File: src/rtl/s2p_stream.sv
// Multi-lane serial-to-parallel spike deserializer with output FIFO and valid/ready handshake.
// Groups carry a per-lane activity mask and a wrapping group index.
module s2p_stream #(
  parameter int unsigned P          = 8,
  parameter int unsigned C          = 1,
  parameter int unsigned DEPTH      = 2,
  parameter int unsigned IDXW       = 8,
  parameter int unsigned SKIP_EMPTY = 0
) (
  input  logic              clk,
  input  logic              rst,
  input  logic              en,
  input  logic [C-1:0]      spike_s,
  input  logic              flush,
  output logic              in_ready,
  output logic [C*P-1:0]    spike_p,
  output logic [C-1:0]      active_group,
  output logic [IDXW-1:0]   group_idx,
  output logic              valid,
  input  logic              ready,
  output logic              dropped
);

  localparam int unsigned CNTW = $clog2(P);
  localparam int unsigned EW   = $clog2(P + 1);
  localparam int unsigned AW   = $clog2(DEPTH);

  logic [C-1:0][P-1:0] sr_q;
  logic [C-1:0][P-1:0] cur;
  logic [CNTW-1:0]     cnt_q;
  logic [IDXW-1:0]     gcnt_q;
  logic [EW-1:0]       eff;
  logic [EW-1:0]       pad;
  logic [C*P-1:0]      word;
  logic [C-1:0]        mask;
  logic                accept;
  logic                flush_ok;
  logic                complete;
  logic                word_zero;
  logic                push;
  logic                pop;
  logic                drop;

  logic [C*P-1:0]      mem_data [DEPTH];
  logic [C-1:0]        mem_mask [DEPTH];
  logic [IDXW-1:0]     mem_idx  [DEPTH];
  logic [AW-1:0]       wr_ptr_q;
  logic [AW-1:0]       rd_ptr_q;
  logic [AW:0]         count_q;
  logic                full;

  assign full     = (count_q == (AW + 1)'(DEPTH));
  assign in_ready = !full;
  assign valid    = (count_q != '0);
  assign pop      = valid && ready;

  always_comb begin
    accept    = en && in_ready;
    flush_ok  = flush && in_ready;
    eff       = EW'(cnt_q) + EW'(accept);
    complete  = (accept && (cnt_q == CNTW'(P - 1))) || (flush_ok && (eff != '0));
    // Left-align the held bits so the first-received bit lands at P-1; low bits are zero padding.
    pad       = EW'(P) - eff;
    cur       = '0;
    word      = '0;
    mask      = '0;
    for (int c = 0; c < C; c++) begin
      cur[c]            = accept ? {sr_q[c][P-2:0], spike_s[c]} : sr_q[c];
      word[c*P +: P]    = cur[c] << pad;
      mask[c]           = |word[c*P +: P];
    end
    word_zero = ~|word;
    drop      = complete && (SKIP_EMPTY != 0) && word_zero;
    push      = complete && !drop;
  end

  always_ff @(posedge clk or posedge rst) begin
    if (rst) begin
      sr_q    <= '0;
      cnt_q   <= '0;
      gcnt_q  <= '0;
      dropped <= 1'b0;
    end else begin
      dropped <= drop;
      if (complete) begin
        sr_q   <= '0;
        cnt_q  <= '0;
        gcnt_q <= gcnt_q + 1'b1;
      end else if (accept) begin
        sr_q  <= cur;
        cnt_q <= cnt_q + 1'b1;
      end
    end
  end

  always_ff @(posedge clk or posedge rst) begin
    if (rst) begin
      wr_ptr_q <= '0;
      rd_ptr_q <= '0;
      count_q  <= '0;
    end else begin
      if (push) wr_ptr_q <= wr_ptr_q + 1'b1;
      if (pop)  rd_ptr_q <= rd_ptr_q + 1'b1;
      if (push && !pop)      count_q <= count_q + 1'b1;
      else if (pop && !push) count_q <= count_q - 1'b1;
    end
  end

  // Storage needs no reset: the head is masked whenever the FIFO is empty.
  always_ff @(posedge clk) begin
    if (push) begin
      mem_data[wr_ptr_q] <= word;
      mem_mask[wr_ptr_q] <= mask;
      mem_idx[wr_ptr_q]  <= gcnt_q;
    end
  end

  assign spike_p      = valid ? mem_data[rd_ptr_q] : '0;
  assign active_group = valid ? mem_mask[rd_ptr_q] : '0;
  assign group_idx    = valid ? mem_idx[rd_ptr_q]  : '0;

endmodule

File: config.mk
export PLATFORM = sky130hd
export DESIGN_NAME = s2p_stream
export DESIGN_NICKNAME = d
export VERILOG_FILES = /design/src/rtl/s2p_stream.sv
export SDC_FILE = /design/constraint.sdc
export NUM_CORES = 1
export LEC_CHECK = 0
export BUFFER_PORTS_ARGS = -buffer_cell sky130_fd_sc_hd__buf_2
export CAP_MARGIN = 20
export CORE_UTILIZATION = 40
export CTS_CLUSTER_SIZE = 40
export DETAILED_ROUTE_END_ITERATION = 12
export PLACE_DENSITY = 0.6
export SETUP_SLACK_MARGIN = 0.5
export SLEW_MARGIN = 0
export SYNTH_ARGS = -nofsm -noshare
export SYNTH_HDL_FRONTEND = slang
export SYNTH_SLANG_ARGS = --single-unit
File: constraint.sdc
create_clock -name clk -period 7 [get_ports clk]
set_clock_uncertainty 0.2 [all_clocks]
set_input_delay 1.4 -clock clk [delete_from_list [all_inputs] [get_ports clk]]
set_output_delay 1.4 -clock clk [all_outputs]
set_load 0.03 [all_outputs]
==> results by group, run 1 <==
Status
  – Status: finished, final reports clean

Clock network
  – CTS tree: built
  – Latest clock arrival within the worst-skew pair: 0.34 ns
  – Hold buffers post-CTS: 0
  – Resized Gates After CTS: 0
  – CTS sink count: 57
  – Post-CTS Setup Bufs: 0
  – CTS clk-pin slew, worst paths: 0.07 ns
  – Bufs on Longest Clock Path: 2
  – Clock root cell: clkbuf_8
  – Depth of the CTS H-tree: 3
  – TritonCTS buffer count: 9

Die
  – IO Pins: 26
  – DIE AREA: 7553 µm²
  – Row count: 30
  – Die height: 86.91 µm
  – Starting Density: 0.4199
  – Core area: 6869 µm²
  – Die W: 86.91 µm

Place
  – Area after DPL: 3060 µm²
  – Post-Place Setup Slack: 2.409 ns
  – RePlAce Congestion: 0.8658
  – HPWL after DPL: 3705 µm
  – Port buffer count: 24

Critical path
  – CP cell instances: buf_2, nand2_1, nor2_1, ha_1, inv_1, nand3_1, a21boi_0, o21ai_0, a221oi_1, or4b_1
  – Critical path type: primary input to register
  – Worst Path Required: 6.87 ns
  – Slowest stage cell, crit path: or4b_1
  – Startpoint types: primary input
  – Critical Path End Type: register
  – Worst EP arrival: 4.17 ns
  – Critical Path Max Stage Delay: 0.55 ns
  – Crit Path Max Fanout: 13

Drt
  – DR vias: 2041
  – Number of vias per cell: 5.301
  – Violation count after the first detailed-route iteration: 89
  – DRC Markers: 0
  – Drt total wl: 5557 µm
  – Antenna-violating nets left: 0
  – TritonRoute pass-1 iters: 5
  – WL per Instance: 14.43 µm

Synth
  – Syn Nets: 271
  – Synth warn: 0
  – Mapped Area: 2884 µm²
  – Count of state elements after synthesis: 57
  – Area contributors post-synth: edfxtp_1 (35%), dfrtp_1 (20%), mux2i_1 (6.9%), nor2_1 (4.0%), a21oi_1 (3.1%)
  – Syn_area_per_cell: 11.09 µm²
  – Synth area leader: edfxtp_1
  – Post-synth top area share: 0.3540
  – Seq/Total Area, Yosys: 0.5536
  – Cells after Synth: 260
  – Library cells used by synthesis: 48

Global route
  – Grt total ovfl: 0
  – Initial antenna violation count: 0
  – Overall Global Routing Usage: 0.1611
  – Largest net degree at the start of global routing: 26
  – First-pass GRT wire length: 8983 µm
  – Number of global-route vias before repair: 1806

Pwr
  – Total power: 0.001644 W
  – Flop pwr share: 0.379
  – Part of the power in combinational logic: 0.459
  – Switching share of power: 0.4462
  – Clock power share: 0.162
  – Peak VDD IR: 154.2 µV
  – Cell Pwr Density: 507.7 nW/µm²
  – Sw power: 0.0007336 W
  – Leakage: 1.297 nW
  – Pint: 0.0009104 W

Hold path
  – Class of the tightest hold or removal check: register to register

Cells and area
  – Fill cell count: 661
  – Most frequent cells in the layout: edfxtp_1 (34), nor2_1 (31), nand2_1 (24), buf_2 (24), dfrtp_1 (23)
  – Multi-input logic area: 1181 µm²
  – Antenna cell count: 0
  – Register area: 1597 µm²
  – Final instance area: 3238 µm²
  – # nets final: 295
  – Most common cell after layout, fill and taps aside: edfxtp_1
  – Area Overhead vs Synth: 12.28%
  – Share of cells above drive strength 1: 0.1696

STA
  – Setup tns final: 0 ns
  – Slew Limit Headroom: 0.3186
  – RSZ-0062 raised after global routing: false
  – Worst slew pin tran: 1.018 ns
  – Fin. Hold Viols: 0
  – Final Slew Violations: 0
  – Tmin final: 4.299 ns
  – Final Worst Setup Slack: 2.701 ns
  – FMAX: 232.6 MHz
  – Final period util: 0.6141
  – Final Setup Violations: 0

Job
  – Max-Cap Viols: 0
-- Yosys cell counts (all sizes together) --
master,instances
a21oi,18
conb,1
and3,3
a2111o,1
a22o,1
nor2b,3
clkbuf,4
mux2,1
o211ai,4
and4b,1
or4b,1
a21o,2
nand2,24
a31oi,6
and2,6
a311oi,1
nand4,5
a22oi,2
o221ai,1
inv,4
xnor2,9
a31o,1
dfrtp,23
o22ai,1
edfxtp,34
mux2i,20
o21ai,11
a21boi,1
mux4,1
xor2,5
buf,10
ha,5
o31a,2
nor3,2
nor2,31
a41o,1
a221oi,1
clkinv,2
a41oi,1
a211oi,1
nand3,9
-- logic make-up after synthesis --
kind of cell,after synthesis,share of synthesized area
compound gates,56,0.1232
xor+xnor,14,0.04252
fa+ha+maj,5,0.02169
buf+inv,20,0.03687
flops,57,0.5536
mux,22,0.08113
other cells,1,0.001300
simple gates,85,0.1397
-- state kept, by name, summed over array words and instances (netlist names) --
| register | flops |
|---|---|
| mem_mask | 2 |
| gcnt_q | 8 |
| cnt_q | 3 |
| sr_q | 8 |
| wr_ptr_q | 1 |
| count_q | 2 |
| rd_ptr_q | 1 |
| mem_idx | 16 |
| mem_data | 16 |
-- worst paths after layout --
kind                          endpoint  slack (ns)        from  depth (start not counted)
min in group asynchronous      sr_q[4]        1.05         rst                          2
setup / recovery           mem_mask[0]        2.70          en                         10
hold reg to reg             count_q[1]        0.29  count_q[1]                          1
hold / removal              count_q[1]        0.29  count_q[1]                          1
setup reg to reg           mem_mask[0]        2.91  count_q[0]                         11
max in group asynchronous   count_q[1]        4.99         rst                          2
-- power by group through the flow --
stage | clock, W | sequential (W) | combinational [W]
2_1_floorplan | 0 | 0.000568 | 0.000643
3_3_place_gp | 0 | 0.000629 | 0.000745
3_5_place_dp | 0 | 0.000630 | 0.000750
4_1_cts | 0.000275 | 0.000623 | 0.000753
5_1_grt | 0.000290 | 0.000639 | 0.000832
6_report | 0.000266 | 0.000624 | 0.000754
-- stage by stage --
step	cells	hold slack, ns	utilization
floorplan	260	0.2555	-
global placement	368	0.2697	0.4455
detailed placement	368	0.2771	0.4455
CTS	384	0.2901	0.4703
global route	385	0.3106	0.4714
finish	385	0.2907	0.4714
-- worst max-delay path: cells and delay by family --
| kind | cells | cell delay (ns) |
|---|---|---|
| fa+ha+maj | 1 | 0.54 |
| simple gates | 4 | 1.19 |
| compound gates | 3 | 0.64 |
| buf+inv | 2 | 0.39 |
-- metal layers --
metal,track usage,routed length [µm]
met5,0,0
met4,0.06667,53
met3,0.05118,299
met2,0.2334,2454
met1,0.2230,2750
-- area by class of cell --
| cell class | count | area share |
|---|---|---|
| clock buffer | 9 | 0.03825 |
| timing repair buffer | 27 | 0.04405 |
| sequential | 57 | 0.4930 |
| tap | 96 | 0.03709 |
| multi-input combinational | 183 | 0.3648 |
| clock inverter | 7 | 0.01430 |
| inverter | 6 | 0.008501 |
No activity file was read; power rests on OpenSTA's default activity.
==> run 2: changes to the inputs <==
Clock period 7 ns to 4 ns, I/O delays scaled along.
==> results by group, run 2 (same netlist as run 1, synthesis figures left out) <==
Global route
  – Overall Global Routing Usage: 0.1626 (+0.001503)
  – First-pass GRT wire length: 9211 µm (+2.5%)
  – Largest net degree at the start of global routing: 25 (-3.8%)
  – Initial antenna violation count: 0 (unchanged)
  – Grt total ovfl: 0 (unchanged)
  – Number of global-route vias before repair: 1812 (+0.33%)

Die
  – Die W: 86.91 µm (unchanged)
  – Core area: 6869 µm² (unchanged)
  – Die height: 86.91 µm (unchanged)
  – DIE AREA: 7553 µm² (unchanged)
  – IO Pins: 26 (unchanged)
  – Row count: 30 (unchanged)
  – Starting Density: 0.4199 (unchanged)

STA
  – Final Worst Setup Slack: 0.8271 ns (-1.874 ns)
  – Fin. Hold Viols: 0 (unchanged)
  – Final Slew Violations: 0 (unchanged)
  – RSZ-0062 raised after global routing: false
  – Slew Limit Headroom: 0.3425 (+0.02396)
  – Hold Slack: 0.3062 ns (+0.01549 ns)
  – Final period util: 0.7932
  – Tmin final: 3.173 ns
  – Worst slew pin tran: 0.9862 ns (-0.03217 ns)
  – Setup tns final: 0 ns (unchanged)
  – Final Setup Violations: 0 (unchanged)
  – FMAX: 315.2 MHz

Drt
  – DRC Markers: 0 (unchanged)
  – Drt total wl: 5658 µm (+1.8%)
  – Met3 WL: 299 µm (unchanged)
  – Number of vias per cell: 5.208 (-1.8%)
  – Wire length on met2: 2564 µm (+4.5%)
  – DR vias: 2031 (-0.49%)
  – Antenna-violating nets left: 0 (unchanged)
  – Met1 WL: 2734 µm (-0.58%)
  – WL per Instance: 14.51 µm (+0.51%)
  – Violation count after the first detailed-route iteration: 96 (+7.9%)
  – TritonRoute pass-1 iters: 4 (-1)
  – Top layer in use: met4

Place
  – HPWL after DPL: 3851 µm (+3.9%)
  – Post-Place Setup Slack: 0.3978 ns (-2.011 ns)
  – RePlAce Congestion: 0.9242 (+6.7%)
  – Area after DPL: 3113 µm² (+1.7%)
  – Port buffer count: 24 (unchanged)

Cells and area
  – Multi-input logic area: 1219 µm² (+3.2%)
  – Most common cell after layout, fill and taps aside: edfxtp_1
  – Final instance area: 3314 µm² (+2.4%)
  – Share of cells above drive strength 1: 0.2007 (+0.03113)
  – # nets final: 300 (+1.7%)
  – Area Overhead vs Synth: 14.92%
  – Register area: 1597 µm² (unchanged)
  – Antenna cell count: 0 (unchanged)
  – Fill cell count: 666 (+0.76%)
  – Most frequent cells in the layout: edfxtp_1 (34), nor2_1 (31), nand2_1 (24), buf_2 (24), dfrtp_1 (23)
  – Largest regs: mem_data (16), mem_idx (16)

Clock network
  – CTS clk-pin slew, worst paths: 0.07 ns (about the same)
  – TritonCTS buffer count: 9 (unchanged)
  – Bufs on Longest Clock Path: 2 (unchanged)
  – CTS sink count: 57 (unchanged)
  – CTS tree: built
  – Depth of the CTS H-tree: 3 (unchanged)
  – Clock root cell: clkbuf_8
  – Latest clock arrival within the worst-skew pair: 0.32 ns (-0.02 ns)
  – Hold buffers post-CTS: 0 (unchanged)

Critical path
  – Critical Path End Type: register
  – Delay-heaviest family, CP: simple AND/OR/NAND/NOR gates
  – Worst path depth: 12 (+2)
  – CP cell instances: nor2b_4, clkinv_4, nand2_1, nor2_1, ha_4, inv_1, nand3_1, a211oi_1, a2111o_1, o22ai_1, a21oi_1, or4b_1
  – Crit Path Max Fanout: 13 (unchanged)
  – Slowest stage cell, crit path: or4b_1
  – Worst EP arrival: 3.02 ns (-1.15 ns)
  – Buffer and inverter count on the worst path: 2 (unchanged)
  – Startpoint types: register
  – R2R setup slack: 0.83 ns (-2.08 ns)
  – Critical path type: register to register
  – R2R cell count: 12 (+1)
  – Worst Path Required: 3.85 ns (-3.02 ns)
  – Critical Path Max Stage Delay: 0.46 ns (-0.09 ns)

Pwr
  – Cell Pwr Density: 884.8 nW/µm² (+74%)
  – Peak VDD IR: 422.1 µV (+170%)
  – Leakage: 1.331 nW (+2.6%)

Status
  – Status: finished, final reports clean

Hold path
  – Hold Path Stages: 1 (unchanged)
  – Class of the tightest hold or removal check: register to register

Job
  – Max-Cap Viols: 0 (unchanged)
run 2: cell count changes in the layout (fill, tap and decap cells not counted), sizes merged:
cell / change
buf: +5
clkinv: +2
clkinvlp: -1
inv: -1
run 2: cell type report:
type                       count  area share
clock buffer                   9     0.03737
clock inverter                 7     0.01435
inverter                       6    0.008305
multi-input combinational    183      0.3677
sequential                    57      0.4817
tap                           96     0.03624
timing repair buffer          32     0.05436
run 2: layer usage:
metal,track usage,vias to the layer above
li1,-,1006
met1,0.2325,964
met2,0.2419,56
met3,0.04550,5
met4,0.04545,0
met5,0,-
run 2: report_power, final:
part | total [W] | internal, W | switching [W] | leakage [nW]
clock network | 0.000449 | 0.000222 | 0.000227 | 0.0850
logic | 0.00142 | 0.000532 | 0.000887 | 0.631
registers | 0.00106 | 0.000886 | 0.000178 | 0.615
run 2: worst paths after layout:
check,start,endpoint
worst max register to register,count_q[0],mem_mask[1]
worst max-delay path,count_q[0],mem_mask[1]
worst min-delay path,gcnt_q[7],gcnt_q[7]
max in group asynchronous,rst,gcnt_q[3]
worst min register to register,gcnt_q[7],gcnt_q[7]
min in group asynchronous,rst,count_q[1]
run 2: repair_timing:
item	in CTS	in global routing
endpoints found under the setup margin	2	2
gates resized for setup	1	2
setup buffers	0	2
run 2: metrics by stage:
step | cells | util | total power [W]
2_1_floorplan | 260 | - | 0.002131
3_3_place_gp | 372 | 0.4532 | 0.002447
3_5_place_dp | 372 | 0.4532 | 0.002466
4_1_cts | 388 | 0.4789 | 0.002929
5_1_grt | 390 | 0.4825 | 0.003141
6_report | 390 | 0.4825 | 0.002933
run 2: worst register-to-register path, cell delays in order, from the launching register on:
cell,delay [ns]
dfrtp_1,0.45
nor2b_4,0.22
clkinv_4,0.12
nand2_1,0.10
nor2_1,0.08
ha_4,0.28
inv_1,0.20
nand3_1,0.16
a211oi_1,0.26
a2111o_1,0.14
o22ai_1,0.10
a21oi_1,0.13
or4b_1,0.46
